<file path="config.mk">
export PLATFORM = sky130hd
export DESIGN_NAME = shift_add_mul
export DESIGN_NICKNAME = d
export VERILOG_FILES = /design/src/rtl/shift_add_mul_pkg.sv /design/src/rtl/shift_add_mul_ctrl.sv /design/src/rtl/shift_add_mul.sv
export SDC_FILE = /design/constraint.sdc
export NUM_CORES = 1
export LEC_CHECK = 0
export ABC_AREA = 1
export BUFFER_PORTS_ARGS = -buffer_cell sky130_fd_sc_hd__buf_2
export CAP_MARGIN = 20
export CORE_ASPECT_RATIO = 0.75
export CORE_UTILIZATION = 45
export CTS_CLUSTER_SIZE = 20
export DETAILED_ROUTE_END_ITERATION = 10
export GPL_TIMING_DRIVEN = 0
export PLACE_DENSITY = 0.66
export RECOVER_POWER = 50
export SETUP_SLACK_MARGIN = 0.4
export SLEW_MARGIN = 10
export SYNTH_ARGS = -nofsm -noshare
export SYNTH_HDL_FRONTEND = slang
export SYNTH_SLANG_ARGS = --single-unit
</file>
<file path="constraint.sdc">
create_clock -name CLK -period 1.5 [get_ports CLK]
set_input_delay 0.3 -clock CLK [delete_from_list [all_inputs] [get_ports CLK]]
set_output_delay 0.3 -clock CLK [all_outputs]
set_load 0.05 [all_outputs]
</file>
<file path="src/rtl/shift_add_mul_pkg.sv">
// Shared definitions for the shift-and-add multiplier: state encoding and derived widths.
package shift_add_mul_pkg;

   localparam int N_DEF  = 5;
   localparam int PW_DEF = 2 * N_DEF;
   localparam int CW_DEF = $clog2(N_DEF) + 1;

   typedef enum logic [1:0] {
      IDLE = 2'b00,
      CALC = 2'b01,
      ADD  = 2'b10,
      DONE = 2'b11
   } state_t;

   // Step counter must hold the value N itself, hence one bit beyond clog2.
   function automatic int cnt_width(input int n);
      return $clog2(n) + 1;
   endfunction

endpackage

</file>
<file path="src/rtl/shift_add_mul_ctrl.sv">
// Controller for shift_add_mul: FSM sequencing IDLE/CALC/ADD/DONE plus the step down-counter.
module shift_add_mul_ctrl
   import shift_add_mul_pkg::*;
#(
   parameter int N = N_DEF
) (
   input  logic CLK,
   input  logic RST,
   input  logic Start,
   output logic load,
   output logic shift,
   output logic final_add,
   output logic Ready,
   output logic Done
);

   localparam int CW = cnt_width(N);

   state_t          state, state_nx;
   logic [CW-1:0]   cnt;

   // NOTE: state registers use non-blocking assignments; the combinational block below uses blocking ones.
   always_ff @(posedge CLK or negedge RST) begin
      if (!RST) begin
         state <= IDLE;
         cnt   <= '0;
      end else begin
         state <= state_nx;
         if (load)
            cnt <= CW'(N);
         else if (shift)
            cnt <= cnt - CW'(1);
      end
   end

   // NOTE: every output gets a default first so no path leaves one unassigned (no latches).
   always_comb begin
      state_nx  = state;
      load      = 1'b0;
      shift     = 1'b0;
      final_add = 1'b0;
      Ready     = 1'b0;
      Done      = 1'b0;
      case (state)
         IDLE: begin
            Ready = 1'b1;
            if (Start) begin
               load     = 1'b1;
               state_nx = CALC;
            end
         end
         CALC: begin
            shift = 1'b1;
            if (cnt == CW'(1))
               state_nx = ADD;
         end
         ADD: begin
            final_add = 1'b1;
            state_nx  = DONE;
         end
         DONE: begin
            Done     = 1'b1;
            state_nx = IDLE;
         end
         default: state_nx = IDLE;
      endcase
   end

endmodule

</file>
<file path="src/rtl/shift_add_mul.sv">
// Sequential shift-and-add multiplier: Product = A*B + AddIn after N CALC steps and one ADD step.
module shift_add_mul
   import shift_add_mul_pkg::*;
#(
   parameter int N = N_DEF
) (
   input  logic             CLK,
   input  logic             RST,
   input  logic             Start,
   input  logic [N-1:0]     A,
   input  logic [N-1:0]     B,
   input  logic [N-1:0]     AddIn,
   output logic [2*N-1:0]   Product,
   output logic             Ready,
   output logic             Done
);

   localparam int PW = 2 * N;

   logic           load, shift, final_add;
   logic [N:0]     hi;
   logic [N-1:0]   lo;
   logic [N-1:0]   a_q;
   logic [N-1:0]   add_q;
   logic [N:0]     sum_hi;

   shift_add_mul_ctrl #(.N(N)) u_ctrl (
      .CLK       (CLK),
      .RST       (RST),
      .Start     (Start),
      .load      (load),
      .shift     (shift),
      .final_add (final_add),
      .Ready     (Ready),
      .Done      (Done)
   );

   // hi keeps a carry bit so the partial sum never truncates before the shift.
   assign sum_hi = lo[0] ? (hi + {1'b0, a_q}) : hi;

   // NOTE: every datapath register is reset, so an aborted operation leaves no stale state behind.
   always_ff @(posedge CLK or negedge RST) begin
      if (!RST) begin
         hi      <= '0;
         lo      <= '0;
         a_q     <= '0;
         add_q   <= '0;
         Product <= '0;
      end else begin
         if (load) begin
            hi    <= '0;
            lo    <= B;
            a_q   <= A;
            add_q <= AddIn;
         end else if (shift) begin
            hi <= {1'b0, sum_hi[N:1]};
            lo <= {sum_hi[0], lo[N-1:1]};
         end
         if (final_add)
            Product <= {hi[N-1:0], lo} + PW'(add_q);
      end
   end

endmodule

</file>
==> flow_summary.yaml, run 1 <==
outcome:
  status: "finished with violations"
  violated_checks: "negative setup slack"
global_route:
  vias_in_the_first_global_route: 1995
  grt_pass1_wl_um: 9520
  number_of_antenna_violations_at_the_first_check_in_global_routing: 0
  grt_overflow_total: 0
  grt_max_degree: 37
  grt_usage_pct: 26.7
sta:
  min_period_over_period_pct: 107
  slew_viol_final: 0
  layout_min_cycle_time_ns: 1.60
  timing.final.setup_violations: 4
  max_freq_mhz: 623
  setup_total_negative_slack_ns: -0.323
  max-slew-margin-rel_pct: 38.1
  timing_worst_slew_pin_value_ns: 0.929
  timing.clock.skew_ns: 0.00722
  setup_slack_ns: -0.105
  rsz0062_at_grt: "true"
  final_hold_violation_count: 0
clocking:
  clkSlewWorstSetupHoldPaths_ns: 0.07
  cts_root_buffer: "sky130_fd_sc_hd__clkbuf_8"
  insertion_delay_ns: 0.29
  cts_tree: "built"
  clock_path_buffers: 2
  cts_sinks: 36
  cts_hold_buf: 0
  cts-htree-levels: 2
  numCtsBuffers: 5
setup_path:
  worst_ep_arrival_time_ns: 1.77
  critical_path.top_delay_family: "flip-flops"
  reg2reg_depth: 9
  worst_path_cell_trace: "ha_4 > inv_2 > fa_2 > inv_2 > nand2_4 > nand3_4 > buf_4 > a21oi_1 > o21ai_1"
  cp_data_required_time_ns: 1.66
  worst_reg2reg_startpoint: "add_q[0]$_DFFE_PN0P_"
  worstPathMaxFanout: 3
  cp_bufs_invs: 3
  critical_path_cell_count: 9
  reg2reg_setup_slack_ns: -0.10
  crit_path_end: "Product[4]$_DFFE_PN0P_"
  worst_setup_path_end_kind: "flop"
  critical-path-slowest-cell: "sky130_fd_sc_hd__dfrtp_1"
  timing.critical_path.from: "add_q[0]$_DFFE_PN0P_"
  category_of_the_most_critical_setup_path: "flop to flop"
  r2r_end: "Product[4]$_DFFE_PN0P_"
  critical-path-max-stage-delay_ns: 0.43
  worst_setup_path_start_kind: "flop"
  critPathMostFrequentCell: "sky130_fd_sc_hd__inv_2"
routing:
  routed-wl-met2_um: 3290
  antenna_left: 0
  routed-wl-met3_um: 386
  detail_route.wirelength.met1_um: 2790
  drc: 0
  totalWireLength_um: 6590
  wl_per_cell_um: 16.6
  via_count: 2115
  drt_first_pass_iters: 4
  routed.top_layer: "met4"
  post_drt_via_cell_ratio: 5.31
  drt-initial-drc-count: 138
hold_path:
  timing.hold.worst.class: "input pin to asynchronous set/reset pin"
logic_synthesis:
  synthCells: 259
  avgSynthCellArea_sq_um: 8.04
  synth_area_leader_cell: "sky130_fd_sc_hd__dfrtp_1"
  postSynthRegisterBits: 36
  yosys.cell_types.count: 28
  yosys-top-cells-area: "sky130_fd_sc_hd__dfrtp_1 (43%), sky130_fd_sc_hd__nand2_1 (15%), sky130_fd_sc_hd__ha_1 (9.6%)"
  synth_seq_area_share_pct: 43.3
  synthesis.yosys.warnings: 0
  synth.cell_area_sq_mm: 0.00208
  synth_top_cell_area_share_pct: 43.3
  syn-num-nets: 295
layout:
  area_delta_synth_final_pct: 72.7
  multi_input_area_sq_mm: 0.00160
  layout.cells.most_common: "sky130_fd_sc_hd__nand2_1"
  fillers: 268
  post_route_cells_drive_above_1_share_pct: 56.3
  utilization_pct: 81.0
  register_area_sq_um: 907
  final_cell_mix: "sky130_fd_sc_hd__nand2_1 (57), sky130_fd_sc_hd__dfrtp_1 (31), sky130_fd_sc_hd__buf_4 (24), sky130_fd_sc_hd__buf_6 (23), sky130_fd_sc_hd__nand2_2 (21)"
  final_nets: 377
  diode_count: 0
floorplan:
  top_level_ports: 30
  fp.dieH_um: 60.9
  effective_utilization_at_floorplan_pct: 46.9
  core_region_area_sq_mm: 0.00444
  row_count: 21
  design.die.area_sq_mm: 0.00491
  die-width_um: 80.5
flow_run:
  maxCapViolations: 0
power:
  power_leakage_uw: 0.00171
  worst_ir_drop_vdd_mv: 1.85
  power_per_cell_area_mw_per_mm2: 2450
placement:
  gp_congestion: 0.792
  hpwl_um: 3330
  port-buffer-count: 29
[worst reg2reg max path, delay by kind of cell, from the launching register on]
kind / cells / cell delay [ns]
buffers and inverters: 3 / 0.26
AO/OA/AOI/OAI: 2 / 0.30
adder cells (fa/ha/maj): 2 / 0.36
AND/OR/NAND/NOR: 2 / 0.15
flip-flops: 1 / 0.43
[cell families (layout without fill, tap and decap cells)]
kind of cell / after synthesis / in the layout / share of synthesized area (%)
AO/OA/AOI/OAI: 39 / 39 / 10.9
XOR/XNOR: 1 / 1 / 0.421
adder cells (fa/ha/maj): 18 / 18 / 11.5
buffers and inverters: 33 / 113 / 6.55
flip-flops: 36 / 36 / 43.3
AND/OR/NAND/NOR: 132 / 134 / 27.3
[worst min-delay path by stage]
stage                        endpoint  slack [ns]  cells after the start
6_report       Product[1]$_DFFE_PN0P_        0.14                      1
3_5_place_dp   Product[6]$_DFFE_PN0P_        0.45                      1
3_3_place_gp   Product[6]$_DFFE_PN0P_        0.44                      1
4_1_cts        Product[6]$_DFFE_PN0P_        0.14                      1
2_1_floorplan  Product[0]$_DFFE_PN0P_       0.004                      0
5_1_grt             lo[0]$_DFFE_PN0P_        0.20                      1
[flip-flops by register name, summed over array words and instances (netlist names)]
name,flops
u_ctrl.cnt,4
a_q,5
add_q,5
u_ctrl.state,2
Product,10
lo,5
hi,5
[synthesized netlist by cell type]
cell type	instances
sky130_fd_sc_hd__a21oi_1	9
sky130_fd_sc_hd__nand3_2	2
sky130_fd_sc_hd__nor2_1	11
sky130_fd_sc_hd__inv_1	25
sky130_fd_sc_hd__buf_2	4
sky130_fd_sc_hd__or2_0	1
sky130_fd_sc_hd__a21o_1	1
sky130_fd_sc_hd__o21ai_0	19
sky130_fd_sc_hd__nand2_1	85
sky130_fd_sc_hd__o21ai_2	1
sky130_fd_sc_hd__xor2_1	1
sky130_fd_sc_hd__o221ai_1	4
sky130_fd_sc_hd__nand3b_1	1
sky130_fd_sc_hd__nor2_2	2
sky130_fd_sc_hd__nand3_1	21
sky130_fd_sc_hd__a21oi_2	1
sky130_fd_sc_hd__fa_1	2
sky130_fd_sc_hd__nand2_2	4
sky130_fd_sc_hd__and3_1	1
sky130_fd_sc_hd__inv_2	2
sky130_fd_sc_hd__nand4_1	1
sky130_fd_sc_hd__nor3_1	1
sky130_fd_sc_hd__o22ai_1	3
sky130_fd_sc_hd__o211ai_1	1
sky130_fd_sc_hd__dfrtp_1	36
sky130_fd_sc_hd__nor3b_1	2
sky130_fd_sc_hd__ha_1	16
sky130_fd_sc_hd__buf_4	2
[metrics by stage]
stage | power (uW) | std cells | hold slack, ns | setup slack [ns] | instance area (sq um)
2_1_floorplan | 4560 | 259 | 0.00441 | -0.0785 | 2300
3_3_place_gp | 5210 | 345 | 0.445 | -0.252 | 2510
3_5_place_dp | 5280 | 345 | 0.451 | -0.261 | 2510
4_1_cts | 7850 | 389 | 0.139 | -0.0568 | 3330
5_1_grt | 9290 | 398 | 0.201 | -0.155 | 3600
6_report | 8810 | 398 | 0.144 | -0.105 | 3600
[timing repair]
item                       in CTS  in global routing
buffers inserted               31                  9
cloned                          6                  0
resized for setup             101                 46
pin swaps                      31                 24
setup endpoints to repair      48                 48
[final cells by class]
type                            instances  area share, %
Sequential cell                        36           25.2
Timing Repair Buffer                   73           19.8
Inverter                               27           3.65
Clock buffer                            7           2.68
Multi-Input combinational cell        192           44.4
Tap cell                               57           1.98
Buffer                                  6           2.19
[layer usage]
layer / vias up / GRT usage, %
met2: 84 / 43.6
met4: 0 / 8.67
met5: - / 0
met1: 1005 / 35.6
met3: 13 / 6.32
li1: 1013 / -
[power breakdown]
part	leakage [uW]	switching, uW	internal (uW)
Sequential	0.000450	451	1410
Clock	0.0000503	349	409
Combinational	0.00121	3280	2910
Total	0.00171	4080	4740
Note: power is estimated with default switching activity, not from simulation.
==> run 2, diff against run 1 <==
--- a/config.mk
+++ b/config.mk
@@ -12,7 +12,7 @@
 export CORE_UTILIZATION = 45
 export CTS_CLUSTER_SIZE = 20
 export DETAILED_ROUTE_END_ITERATION = 10
-export GPL_TIMING_DRIVEN = 0
+export GPL_TIMING_DRIVEN = 1
 export PLACE_DENSITY = 0.66
 export RECOVER_POWER = 50
 export SETUP_SLACK_MARGIN = 0.4
==> run 2 against run 1 <==
Hold slack improved by 0.055 ns; clock skew decreased by 0.0040 ns; wire length decreased by 0.73%; largest power group unchanged; critical path depth decreased by 3; setup slack improved by 0.0078 ns; non-clock buffer count decreased by 4; the run still ends with negative setup slack left; power decreased by 5.1%; critical path type unchanged.
==> flow_summary.yaml, run 2 (synthesis results as in run 1) <==
routing:
  drt-initial-drc-count: 192
  drt_first_pass_iters: 4
  totalWireLength_um: 6540
  via_count: 2146
  wl_per_cell_um: 16.4
  antenna_left: 0
  drc: 0
  post_drt_via_cell_ratio: 5.38
sta:
  max-slew-margin-rel_pct: 66.6
  layout_min_cycle_time_ns: 1.60
  timing.final.setup_violations: 5
  setup_slack_ns: -0.0969
  rsz0062_at_grt: "true"
  max_freq_mhz: 626
  min_period_over_period_pct: 106
  setup_total_negative_slack_ns: -0.188
  timing.clock.skew_ns: 0.00320
  final_hold_violation_count: 0
  slew_viol_final: 0
  timing_worst_slew_pin_value_ns: 0.501
floorplan:
  core_region_area_sq_mm: 0.00444
  die-width_um: 80.5
  design.die.area_sq_mm: 0.00491
  effective_utilization_at_floorplan_pct: 46.9
  top_level_ports: 30
  row_count: 21
  fp.dieH_um: 60.9
clocking:
  cts_root_buffer: "sky130_fd_sc_hd__clkbuf_8"
  cts-htree-levels: 2
  insertion_delay_ns: 0.30
  cts_tree: "built"
  clock_path_buffers: 2
  numCtsBuffers: 5
  cts_sinks: 36
  clkSlewWorstSetupHoldPaths_ns: 0.07
global_route:
  grt_pass1_wl_um: 9610
  grt_usage_pct: 27.3
  vias_in_the_first_global_route: 1948
  grt_max_degree: 21
  grt_overflow_total: 0
  number_of_antenna_violations_at_the_first_check_in_global_routing: 0
layout:
  layout.cells.most_common: "sky130_fd_sc_hd__nand2_1"
  diode_count: 0
  register_ranked_first_by_flip_flop_count: "Product"
  post_route_cells_drive_above_1_share_pct: 50.3
  largest_reg_flops: 10
  register_area_sq_um: 903
  area_delta_synth_final_pct: 66.2
  multi_input_area_sq_mm: 0.00158
  final_cell_mix: "sky130_fd_sc_hd__nand2_1 (62), sky130_fd_sc_hd__dfrtp_1 (34), sky130_fd_sc_hd__buf_4 (30), sky130_fd_sc_hd__buf_6 (20), sky130_fd_sc_hd__inv_1 (19)"
  final_nets: 377
  fillers: 270
setup_path:
  reg2reg_depth: 6
  worst_ep_arrival_time_ns: 1.76
  worstPathMaxFanout: 5
  cp_data_required_time_ns: 1.67
  worst_setup_path_start_kind: "flop"
  worst_setup_path_end_kind: "flop"
  category_of_the_most_critical_setup_path: "flop to flop"
placement:
  gp_congestion: 0.864
  port-buffer-count: 29
  hpwl_um: 3420
flow_run:
  maxCapViolations: 0
power:
  power_leakage_uw: 0.00167
  totalPowerFinal_uw: 8360
  total_switching_power_uw: 4000
  clockPowerShare_pct: 9.0
  power_switching_share_pct: 47.8
  worst_ir_drop_vdd_mv: 1.58
  power.share.sequential_pct: 21.7
  power_per_cell_area_mw_per_mm2: 2420
  power_frac_comb_pct: 69.3
  internal_power_uw: 4360
outcome:
  status: "finished with violations"
  violated_checks: "negative setup slack"
hold_path:
  timing.hold.worst.class: "input pin to flop"
  holdPathStages: 3
[run 2: changes by cell type in the layout (fill, tap and decap cells not counted), sizes merged]
cell	delta
clkinv	+2
buf	-6
clkbuf	+2
nand2	+2
dlygate4sd3	+1
[run 2: final cells by class]
class / count / share of cell area (%)
flip-flops and latches: 36 / 26.1
multi-input cells: 194 / 45.6
well taps: 57 / 2.06
repair inverters: 2 / 0.940
inverters: 27 / 4.09
repair buffers: 75 / 18.7
clock buffers: 8 / 2.60
[run 2: worst max-delay path: stages, from the launching register on]
cell and delay (ns):
sky130_fd_sc_hd__dfrtp_1 0.44, sky130_fd_sc_hd__ha_1 0.41, sky130_fd_sc_hd__nand3_2 0.12, sky130_fd_sc_hd__nand3_1 0.11
sky130_fd_sc_hd__nand2_1 0.07, sky130_fd_sc_hd__o21ai_1 0.19, sky130_fd_sc_hd__o21ai_1 0.12
[run 2: repair_timing]
| action | in CTS | in global routing |
|---|---|---|
| endpoints found under the hold margin | 16 | 0 |
| endpoints found under the setup margin | 48 | 48 |
| pin swaps | 23 | 11 |
| gates cloned | 6 | 0 |
| hold buffers | 1 | 0 |
| setup buffers | 25 | 10 |
| resized for setup | 97 | 29 |
[run 2: worst paths after layout]
kind / slack [ns] / to / start
max: -0.1 / hi[3]$_DFFE_PN0P_ / hi[3]$_DFFE_PN0P_
min: 0.20 / add_q[3]$_DFFE_PN0P_ / AddIn[3]
max reg2reg: -0.1 / hi[3]$_DFFE_PN0P_ / hi[3]$_DFFE_PN0P_
min reg2reg: 0.49 / a_q[4]$_DFFE_PN0P_ / a_q[4]$_DFFE_PN0P_
max in group asynchronous: 0.21 / u_ctrl.cnt[1]$_DFFE_PN0P_ / RST
min in group asynchronous: 0.46 / Product[5]$_DFFE_PN0P_ / RST
[run 2: routing by layer]
metal / vias up / global-route usage [%] / wire, um
met5: - / 0 / 0
met1: 1035 / 36.3 / 2810
li1: 1027 / - / -
met2: 69 / 41.8 / 3270
met4: 0 / 12.2 / 136
met3: 15 / 7.82 / 326
[run 2: per-stage QoR]
stage                     std cells  setup slack, ns  area (sq um)  utilization, %  hold WS [ns]
after global placement          349         -0.00355          2540            57.1         0.249
after CTS                       389          -0.0257          3280            73.8         0.201
after global routing            399           -0.141          3460            77.9         0.201
final                           399          -0.0969          3460            77.9         0.199
after floorplan                 259          -0.0785          2300               -       0.00441
after detailed placement        349          -0.0515          2540            57.1         0.253
[run 2: power by group through the flow]
| stage | Sequential [uW] | Combinational (uW) | Clock, uW |
|---|---|---|---|
| global placement | 1740 | 3510 | 0 |
| CTS | 1800 | 5000 | 737 |
| global route | 1860 | 6190 | 802 |
| finish | 1820 | 5800 | 749 |
| detailed placement | 1770 | 3520 | 0 |
| floorplan | 2080 | 2480 | 0 |
==> run 3, diff against run 2 <==
--- a/config.mk
+++ b/config.mk
@@ -9,6 +9,7 @@
 export BUFFER_PORTS_ARGS = -buffer_cell sky130_fd_sc_hd__buf_2
 export CAP_MARGIN = 20
 export CORE_ASPECT_RATIO = 0.75
+export CORE_MARGIN = 5
 export CORE_UTILIZATION = 45
 export CTS_CLUSTER_SIZE = 20
 export DETAILED_ROUTE_END_ITERATION = 10
==> run 3 against run 2 <==
The run still ends with negative setup slack left; sequential share of layout area is 0.35 points lower; setup slack improved by 0.065 ns; clock power fell by 13%; first-iteration DRC count shrank 49%; critical path type unchanged; maximum frequency up 4.2%; power fell by 1.4%; wire length down 3.8%.
==> flow_summary.yaml, run 3 (synthesis results as in run 1) <==
layout:
  post_route_cells_drive_above_1_share_pct: 52.9
  final_cell_mix: "sky130_fd_sc_hd__nand2_1 (64), sky130_fd_sc_hd__dfrtp_1 (33), sky130_fd_sc_hd__buf_4 (29), sky130_fd_sc_hd__buf_6 (26), sky130_fd_sc_hd__inv_1 (19)"
  register_ranked_first_by_flip_flop_count: "Product"
  fillers: 293
  diode_count: 0
  layout.cells.most_common: "sky130_fd_sc_hd__nand2_1"
  area_delta_synth_final_pct: 68.7
  utilization_pct: 78.6
  final_nets: 380
  largest_reg_flops: 10
global_route:
  vias_in_the_first_global_route: 1943
  grt_max_degree: 21
  number_of_antenna_violations_at_the_first_check_in_global_routing: 0
  grt_pass1_wl_um: 9000
  grt_usage_pct: 19.5
  grt_overflow_total: 0
setup_path:
  critical-path-slowest-cell: "sky130_fd_sc_hd__dfrtp_1"
  cp_bufs_invs: 2
  worst_path_cell_trace: "ha_2 > inv_2 > fa_2 > inv_2 > nand2_4 > nand3_4 > nand3_2 > nand2_1 > nand2_1 > nand3_1 > nand2_1"
  critical-path-max-stage-delay_ns: 0.36
  critPathMostFrequentCell: "sky130_fd_sc_hd__nand2_1"
  worst_ep_arrival_time_ns: 1.72
  worstPathMaxFanout: 4
  cp_data_required_time_ns: 1.68
  category_of_the_most_critical_setup_path: "flop to flop"
  worst_setup_path_end_kind: "flop"
  worst_setup_path_start_kind: "flop"
  critical_path.top_delay_family: "adder cells"
floorplan:
  row_count: 21
  effective_utilization_at_floorplan_pct: 46.6
  design.die.area_sq_mm: 0.00610
  top_level_ports: 30
  core_region_area_sq_mm: 0.00447
  die-width_um: 88.5
  fp.dieH_um: 68.9
routing:
  via_count: 2078
  antenna_left: 0
  drt-initial-drc-count: 97
  post_drt_via_cell_ratio: 5.18
  wl_per_cell_um: 15.7
  totalWireLength_um: 6290
  drc: 0
  drt_first_pass_iters: 4
power:
  power_leakage_uw: 0.00171
  worst_ir_drop_vdd_mv: 1.35
  power_per_cell_area_mw_per_mm2: 2350
flow_run:
  maxCapViolations: 0
clocking:
  cts_tree: "built"
  clkSlewWorstSetupHoldPaths_ns: 0.07
  cts_sinks: 36
  cts_root_buffer: "sky130_fd_sc_hd__clkbuf_8"
  numCtsBuffers: 5
  insertion_delay_ns: 0.29
  cts-htree-levels: 2
  clock_path_buffers: 2
sta:
  final_hold_violation_count: 0
  timing_worst_slew_pin_value_ns: 0.487
  max-slew-margin-rel_pct: 67.5
  setup_slack_ns: -0.0319
  timing.clock.skew_ns: 0.00944
  hold_ws_ns: 0.200
  timing.final.setup_violations: 2
  layout_min_cycle_time_ns: 1.53
  rsz0062_at_grt: "true"
  max_freq_mhz: 653
  min_period_over_period_pct: 102
  slew_viol_final: 0
placement:
  port-buffer-count: 29
  gp_congestion: 0.845
  hpwl_um: 3540
outcome:
  violated_checks: "negative setup slack"
  status: "finished with violations"
hold_path:
  timing.hold.worst.class: "input pin to flop"
[run 3: changes by cell type in the layout (fill, tap and decap cells not counted), sizes merged]
cell,before,now
buf,71,78
nand2,93,90
inv,26,27
clkbuf,11,8
[run 3: cell type report]
class	instances	area, sq um	area share (%)
timing repair buffer	81	726	20.7
clock inverter	1	5.00	0.143
tap	57	71.3	2.03
inverter	27	143	4.06
sequential	36	905	25.8
multi-input combinational	191	1560	44.5
clock buffer	6	72.6	2.07
timing repair inverter	2	27.5	0.784
[run 3: worst paths after layout]
kind | from | depth (start not counted) | endpoint | slack (ns)
setup / recovery | add_q[0]$_DFFE_PN0P_ | 11 | Product[8]$_DFFE_PN0P_ | -0.03
hold / removal | A[2] | 3 | a_q[2]$_DFFE_PN0P_ | 0.20
setup reg to reg | add_q[0]$_DFFE_PN0P_ | 11 | Product[8]$_DFFE_PN0P_ | -0.03
hold reg to reg | Product[7]$_DFFE_PN0P_ | 2 | Product[7]$_DFFE_PN0P_ | 0.51
max in group asynchronous | RST | 3 | u_ctrl.state[1]$_DFFE_PN0P_ | 0.16
min in group asynchronous | RST | 2 | add_q[3]$_DFFE_PN0P_ | 0.49
[run 3: report_power, final]
group / internal [uW] / leakage, uW / switching [uW]
combinational: 2670 / 0.00122 / 3070
sequential: 1410 / 0.000453 / 442
clock: 316 / 0.0000410 / 338
[run 3: routing by layer]
metal / routed length (um) / up-vias / track usage, %
met5: 0 / - / 0
met4: 89 / 0 / 6.60
met3: 340 / 11 / 4.28
met2: 2920 / 54 / 30.5
met1: 2940 / 991 / 26.9
li1: - / 1022 / -
[run 3: metrics by stage]
step	setup slack, ns	total power (uW)	instance area, sq um	TNS [ns]	cells
after floorplan	-0.0785	4560	2300	-0.135	259
after global placement	0.00471	5260	2540	0	349
final	-0.0319	8240	3510	-0.0594	401
after detailed placement	-0.0255	5300	2540	-0.0503	349
after CTS	-0.0218	6860	2980	-0.0520	374
after global routing	-0.134	8800	3510	-0.929	401
[run 3: tightest hold or removal path, delay by kind of cell]
| kind | cells | cell delay [ns] |
|---|---|---|
| and+or+nand+nor | 2 | 0.08 |
| buffers and inverters | 1 | 0.07 |
[run 3: repair_timing]
action,4_1_cts,5_1_grt
setup buffers,16,25
cloned,1,2
endpoints found under the hold margin,16,0
hold buffers,1,0
resized for setup,58,75
setup endpoints to repair,48,48
pin swaps,15,28
